--- config.mk ---
export PLATFORM = sky130hd
export DESIGN_NAME = seq_fixed_multiplier
export DESIGN_NICKNAME = d
export VERILOG_FILES = /design/src/rtl/mult_pkg.sv /design/src/rtl/mult_datapath.sv /design/src/rtl/seq_fixed_multiplier.sv
export SDC_FILE = /design/constraint.sdc
export NUM_CORES = 1
export LEC_CHECK = 0
export CAP_MARGIN = 20
export CORE_UTILIZATION = 35
export DETAILED_ROUTE_END_ITERATION = 7
export GPL_TIMING_DRIVEN = 0
export REMOVE_ABC_BUFFERS = 1
export SETUP_SLACK_MARGIN = 0.02
export SYNTH_ARGS = -nofsm -noshare
export SYNTH_HDL_FRONTEND = slang
export SYNTH_SLANG_ARGS = --single-unit
--- constraint.sdc ---
create_clock -name clk -period 2.85 [get_ports clk]
set_input_delay 0.57 -clock clk [delete_from_list [all_inputs] [get_ports clk]]
set_output_delay 0.57 -clock clk [all_outputs]
set_load 0.01 [all_outputs]
--- src/rtl/mult_pkg.sv ---
// Shared definitions for the sequential fixed-point multiplier.
// Holds the FSM state encoding, default operand format and counter sizing.
package mult_pkg;

    typedef enum logic [1:0] {
        IDLE,
        CALC,
        DONE
    } state_t;

    localparam int DEF_WIDTH = 10;
    localparam int DEF_FRAC  = 6;
    localparam int DEF_CNT_W = $clog2(DEF_WIDTH);

    // Iteration counter width for a given operand width (never zero).
    function automatic int cnt_w(input int w);
        return (w > 1) ? $clog2(w) : 1;
    endfunction

endpackage

--- src/rtl/mult_datapath.sv ---
// Shift-add datapath: B/ACC/Q registers, adder and Q.F result extraction.
// Ports: clk, sclr, ld, shen, latch_res, a_in, b_in -> product, ovf.
module mult_datapath
    import mult_pkg::*;
#(
    parameter int WIDTH = DEF_WIDTH,
    parameter int FRAC  = DEF_FRAC
) (
    input  logic             clk,
    input  logic             sclr,
    input  logic             ld,
    input  logic             shen,
    input  logic             latch_res,
    input  logic [WIDTH-1:0] a_in,
    input  logic [WIDTH-1:0] b_in,
    output logic [WIDTH-1:0] product,
    output logic             ovf
);

    logic [WIDTH-1:0] b_q;
    logic [WIDTH-1:0] acc_q;
    logic [WIDTH-1:0] q_q;
    logic [WIDTH-1:0] addend;
    logic [WIDTH:0]   sum;

    // Q is loaded with the multiplicand and consumed LSB first, so it
    // doubles as the A register. After the shift the top ACC bit is always
    // zero, so only WIDTH bits of ACC are stored.
    assign addend = q_q[0] ? b_q : '0;
    assign sum    = {1'b0, acc_q} + {1'b0, addend};

    // Full product P = {acc_q, q_q}; the result window is P[W+F-1:F]
    // and everything above it is integer overflow.
    always_ff @(posedge clk) begin
        if (sclr) begin
            b_q     <= '0;
            acc_q   <= '0;
            q_q     <= '0;
            product <= '0;
            ovf     <= 1'b0;
        end else begin
            if (ld) begin
                b_q   <= b_in;
                acc_q <= '0;
                q_q   <= a_in;
            end else if (shen) begin
                acc_q <= sum[WIDTH:1];
                q_q   <= {sum[0], q_q[WIDTH-1:1]};
            end
            if (latch_res) begin
                product <= {acc_q[FRAC-1:0], q_q[WIDTH-1:FRAC]};
                ovf     <= |acc_q[WIDTH-1:FRAC];
            end
        end
    end

endmodule

--- src/rtl/seq_fixed_multiplier.sv ---
// Sequential unsigned Q(W-F).F multiplier with start/done handshake.
// Ports: clk, sclr, start, a_in, b_in -> ready, done, product, ovf.
module seq_fixed_multiplier
    import mult_pkg::*;
#(
    parameter int WIDTH = DEF_WIDTH,
    parameter int FRAC  = DEF_FRAC
) (
    input  logic             clk,
    input  logic             sclr,
    input  logic             start,
    input  logic [WIDTH-1:0] a_in,
    input  logic [WIDTH-1:0] b_in,
    output logic             ready,
    output logic             done,
    output logic [WIDTH-1:0] product,
    output logic             ovf
);

    localparam int CW = cnt_w(WIDTH);

    state_t          state;
    state_t          state_nxt;
    logic [CW-1:0]   cnt;
    logic            ld;
    logic            shen;
    logic            latch_res;
    logic            last;

    assign last = (cnt == CW'(WIDTH - 1));

    // done is registered alongside the result latch, so it lands in the
    // first IDLE cycle; ready is held off for that cycle to keep the two
    // strobes mutually exclusive.
    assign ready = (state == IDLE) && !done;

    always_ff @(posedge clk) begin
        if (sclr) begin
            state <= IDLE;
            cnt   <= '0;
            done  <= 1'b0;
        end else begin
            state <= state_nxt;
            done  <= latch_res;
            if (ld) begin
                cnt <= '0;
            end else if (shen) begin
                cnt <= cnt + 1'b1;
            end
        end
    end

    always_comb begin
        state_nxt = state;
        ld        = 1'b0;
        shen      = 1'b0;
        latch_res = 1'b0;
        unique case (state)
            IDLE: begin
                if (start) begin
                    ld        = 1'b1;
                    state_nxt = CALC;
                end
            end
            CALC: begin
                shen = 1'b1;
                if (last) begin
                    state_nxt = DONE;
                end
            end
            DONE: begin
                latch_res = 1'b1;
                state_nxt = IDLE;
            end
            default: state_nxt = IDLE;
        endcase
    end

    mult_datapath #(
        .WIDTH (WIDTH),
        .FRAC  (FRAC)
    ) u_dp (
        .clk       (clk),
        .sclr      (sclr),
        .ld        (ld),
        .shen      (shen),
        .latch_res (latch_res),
        .a_in      (a_in),
        .b_in      (b_in),
        .product   (product),
        .ovf       (ovf)
    );

endmodule

# Word-level counts from Yosys, hierarchy flattened
# Cells that the tools add are included.
word_totals:
  register_bits: 48
  word_cells: 32
op_classes:
  n_addsub: 2
  n_eq_ne: 5
  n_mux: 10
  n_reduce_logical: 7
op_table:
  columns: ["cell", "n"]
  rows:
  - ["10-bit 2-to-1 mux", 3]
  - ["10-bit by 10-bit adder with 11-bit output", 1]
  - ["4-bit by 1-bit adder with 4-bit output, second input constant", 1]
  - ["4-bit == test, second input constant", 1]
  - ["1-bit 2-to-1 mux", 4]
  - ["2-bit 2-to-1 mux", 2]
  - ["2-bit inequality test, second input constant", 2]
  - ["2-bit case mux with 2 select lines", 1]
  - ["4-bit OR reduction", 1]
  - ["2-bit by 1-bit == test with 1-bit output, second input constant", 1]
  - ["2-bit == test, second input constant", 1]
  - ["2-bit logical NOT", 1]
  - ["2-bit AND reduction", 1]
  - ["2-bit nonzero test", 1]
  - ["2-bit OR reduction", 1]
  - ["1-bit logical AND", 1]
  - ["1-bit logical NOT", 1]

# Longest topological paths before layout
logic_depth:
  depth_word: 4
  ltp_mapped: 10
  ltp_nobuf: 9

# Hierarchy
# From an unflattened synthesis, not the netlist that was laid out.
unflattened:
  cells_unflattened: 257
  hier_area_um2: 2349.8
modules_own_cells:
  columns: ["mod", "instances", "cells_each", "area_per_inst_um2", "seq_area_each_um2"]
  rows:
  - ["mult_datapath", 1, 225, 2042.0, 820.8]
  - ["seq_fixed_multiplier", 1, 32, 307.8, 140.1]

# Least setup slack after synthesis
# No wires, ideal clock.
synth_path:
  path_kind: "register to register"
  start: "register u_dp.q_q[0]"
  end: "register u_dp.acc_q[7]"
  t_arrival_ps: 2259
  path_slack_ps: 468
  stages_incl_launch_ff: 11
  path_buffers: 1
  synth_period_minus_slack_ps: 2382
  path_cell_list: "dfxtp_1 > clkbuf_1 > and2_1 > ha_1 > inv_1 > fa_1 > nand2b_1 > o2bb2ai_1 > o31ai_1 > nor3_1 > a311o_2"
synth_between:
  elab_chain_len: 2
synth_rtl:
  columns: ["item", "line_no", "rtl"]
  rows:
  - ["start, declared", "mult_datapath.sv:22", "logic [WIDTH-1:0] q_q;"]
  - ["start signal, assigned", "mult_datapath.sv:45", "q_q <= a_in;"]
  - ["start signal, assigned", "mult_datapath.sv:48", "q_q <= {sum[0], q_q[WIDTH-1:1]};"]
  - ["10-bit 2-to-1 mux", "mult_datapath.sv:29", "assign addend = q_q[0] ? b_q : '0;"]
  - ["10-bit by 10-bit adder with 11-bit output", "mult_datapath.sv:30", "assign sum = {1'b0, acc_q} + {1'b0, addend};"]
  - ["end signal, assigned", "mult_datapath.sv:47", "acc_q <= sum[WIDTH:1];"]
  - ["end, declared", "mult_datapath.sv:21", "logic [WIDTH-1:0] acc_q;"]
# No other way between the ends.
# A chain may end at the register's enable or synchronous reset.

# Worst setup path in the final report
# Same ends and word-level chain as after synthesis.

==> impl_metrics.csv <==
group,metric,value,unit
run_status,status,"completed",
global_routing,grt_pass1_vias,1667,
placement,io_buffers,35,
hold_path,min_to,"u_dp.b_q[2]",
cts,cts-root-buf,"clkbuf_8",
timing,worst_slew_pin_slew,0.975,ns
critical_path,cp_num_buf_inv,1,
synth,postSynthAreaPerCell,8.25,um^2
synth,synth.yosys.warnings,0,
floorplanning,die_y,81.6,um
hold_path,hp-start,"u_dp.b_q[2]",
detailed_routing,antenna_left,0,
timing,finalCritPeriodShare,90.3,%
timing,fmax,388,MHz
global_routing,grt_overflow,0,
cts,path_clk_slew,0.09,ns
global_routing,grt_first_pass_wirelength,7.78,mm
placement,place_hpwl,3.33,mm
power_and_ir_drop,p_per_area,496,mW/mm^2
cts,cts_tree,"yes",
synth,ys_seq_area_share,43.3,%
detailed_routing,wl_per_cell,12.4,um
layout,drive_gt1_share,5.35,%
placement,dp_cells,366,
floorplanning,core_area,0.00603,mm^2
floorplanning,fp.dieW,81.6,um
synth,synth_top_area_share,43.3,%
power_and_ir_drop,ir_worst_vdd,236,uV
timing,fin_hold_ws,0.457,ns
floorplanning,ioPinCount,36,
cts,clkSinkCount,48,
detailed_routing,drt_wl_total,4.65,mm
critical_path,worst-setup-path-type,"reg -> reg",
timing,rsz0062_at_grt,"no",
floorplanning,row_count,28,
critical_path,slowest_stage,"dfxtp_1",
synth,netlist_top_cells_area,"dfxtp_1 43%, nand2_1 11%, a21oi_1 9.5%",
cts,postCtsHoldBufs,0,
cts,clk-insertion-delay-late,0.30,ns
timing,fin_crit,2.57,ns
critical_path,reg2regPathDepth,9,
placement,gp_congestion,0.828,
global_routing,antenna_found_initial,0,
critical_path,required,3.05,ns
timing,maxSlewHeadroom,35.0,%
cts,cts_max_level,2,
layout,final_area,0.00276,mm^2
critical_path,path_cells,"and2_1, ha_1, inv_1, fa_1, nand2b_1, o2bb2ai_1, o31ai_2, nor3_1, a311o_2",
floorplanning,start_util,36.8,%
synth,yosysUniqueCellTypes,36,
cts,clk_path_buf_depth,2,
critical_path,rr_startpoint,"u_dp.q_q[0]",
synth,netlist_instances,269,
cts,cts-buffers-inserted,5,
synth,synth-seq-cells,48,
power_and_ir_drop,cellLeakagePower,1.00,nW
detailed_routing,first_pass_iters,4,
detailed_routing,drt_iter0_drc,112,
critical_path,crit_family,"compound AO/OA/AOI/OAI gates",
critical_path,cp_slowest_stage_delay,0.48,ns
floorplanning,die_area,0.00666,mm^2
hold_path,holdPathStages,2,
timing,finalClockSkew,0.00445,ns
detailed_routing,num_vias,1825,
critical_path,cp.arrival,2.77,ns
placement,place_area,0.00264,mm^2
critical_path,r2r_setup_slack,0.28,ns
timing,final_hold_viol_count,0,
flow_run,cap_violations,0,
detailed_routing,drcViolationCount,0,
timing,report.final.slew_viol_count,0,
synth,synth_area_leader_cell,"dfxtp_1",
global_routing,grt_max_degree,25,
detailed_routing,viasPerCell,4.88,
critical_path,cp-end-kind,"register",
timing,setup_viol_count_final,0,
critical_path,r2r_end,"u_dp.acc_q[7]",
layout,finalNonFillerCells,374,
global_routing,globalRouteTotalUtil,15.4,%
layout,num_antenna_cells,0,
timing,setup-tns-final,0,ns
critical_path,cp-start-kind,"register",
layout,fin_nets,334,
layout,syn2layout_area_growth,24.4,%
critical_path,worst-path-max-fanout,11,
synth,netlist_area,0.00222,mm^2
cts,post-cts-setup-buffers,0,
hold_path,hold_class,"reg -> reg",
-- cell usage after synthesis --
cell        n
o41ai_1     1
o21ai_0     7
o211ai_1    1
buf_6       2
fa_1        1
nand3b_1    2
a21o_1      1
o21a_1      2
nor4b_4     1
nor2b_1     2
nor3_1      2
nand2b_1    3
o2bb2ai_1   1
o31ai_1     1
dfxtp_1    48
ha_1       12
a31oi_1     1
clkbuf_1   11
or2_1       1
nor2_2      2
nand4_1     2
a21oi_1    42
nor2_1     11
and2_1     11
inv_1       4
or2b_1      1
nor4_1      1
a211oi_1    3
nand2_1    63
xnor2_1     3
a21boi_0    1
buf_2       2
a311o_2     1
a22oi_1    10
xor2_1      5
nand3_1     7
-- layer usage --
| layer | share of wire [%] | wire length [um] | up-vias | track usage [%] |
|---|---|---|---|---|
| li1 | - | - | 982 | - |
| met5 | 0 | 0 | - | 0 |
| met2 | 41 | 1920 | 34 | 22.2 |
| met3 | 3.3 | 155 | 8 | 3.00 |
| met4 | 1.9 | 88 | 0 | 6.84 |
| met1 | 53 | 2480 | 801 | 22.0 |
-- per-stage QoR --
step                utilization, %  power (mW)  worst slack, ns
finish                        45.8        1.37            0.275
global route                  45.8        1.43           0.0758
CTS                           45.7        1.38            0.155
detailed placement            43.7       0.864           0.0151
global placement              43.0       0.855           -0.104
floorplan                        -       0.792            0.572
-- how the worst max path moves through the flow --
stage | startpoint | to | cells after the start
finish | u_dp.q_q[0] | u_dp.acc_q[7] | 9
floorplan | u_dp.q_q[0] | u_dp.acc_q[7] | 9
detailed placement | start | u_dp.acc_q[7] | 5
CTS | u_dp.q_q[0] | u_dp.acc_q[7] | 9
global route | u_dp.q_q[0] | u_dp.acc_q[7] | 9
global placement | sclr | u_dp.acc_q[7] | 4
-- logic make-up after synthesis --
family / share of synthesized area, %
AND/OR/NAND/NOR: 22.8
AO/OA/AOI/OAI: 19.1
flip-flops: 43.3
buffers and inverters: 4.00
adder cells (fa/ha/maj): 7.67
XOR/XNOR: 3.16
-- tightest hold or removal path, cell delays in order, from the launching register on --
cell     delay, ns
dfxtp_1       0.31
nand2_1       0.05
a21oi_1       0.05
-- cell type report --
cell class | instances | area [um^2]
Multi-Input combinational cell | 202 | 1180
Tap cell | 75 | 93.8
Clock inverter | 2 | 38.8
Clock buffer | 6 | 82.6
Inverter | 4 | 15.0
Fill cell | 607 | 3260
Sequential cell | 48 | 961
Timing Repair Buffer | 37 | 393
-- sequential cells by signal, summed over array words and instances (netlist names) --
| register | flops |
|---|---|
| cnt | 4 |
| done | 1 |
| state | 2 |
| u_dp.acc_q | 10 |
| u_dp.b_q | 10 |
| u_dp.ovf | 1 |
| u_dp.product | 10 |
| u_dp.q_q | 10 |
-- repair_timing --
action	CTS	global route
hold endpoints to repair	0	0
endpoints found under the setup margin	0	1
resized for setup	0	1
-- power by group --
| group | total [mW] | switching, mW | internal, mW |
|---|---|---|---|
| Clock | 0.521 | 0.234 | 0.287 |
| Sequential | 0.711 | 0.0173 | 0.694 |
| Combinational | 0.137 | 0.0735 | 0.0638 |
-- placed cells by master, fill, tap and decap left out, drive strengths merged, types with 4 or more instances in the layout --
| master | Yosys | layout |
|---|---|---|
| inv | 4 | 4 |
| nand2 | 63 | 63 |
| nand3 | 7 | 7 |
| a21oi | 42 | 42 |
| nor2 | 13 | 13 |
| o21ai | 7 | 7 |
| xor2 | 5 | 5 |
| clkbuf | 11 | 6 |
| and2 | 11 | 11 |
| a22oi | 10 | 10 |
| ha | 12 | 12 |
| clkdlybuf4s50 | 0 | 35 |
| dfxtp | 48 | 48 |
(Power assumes the default switching activity.)
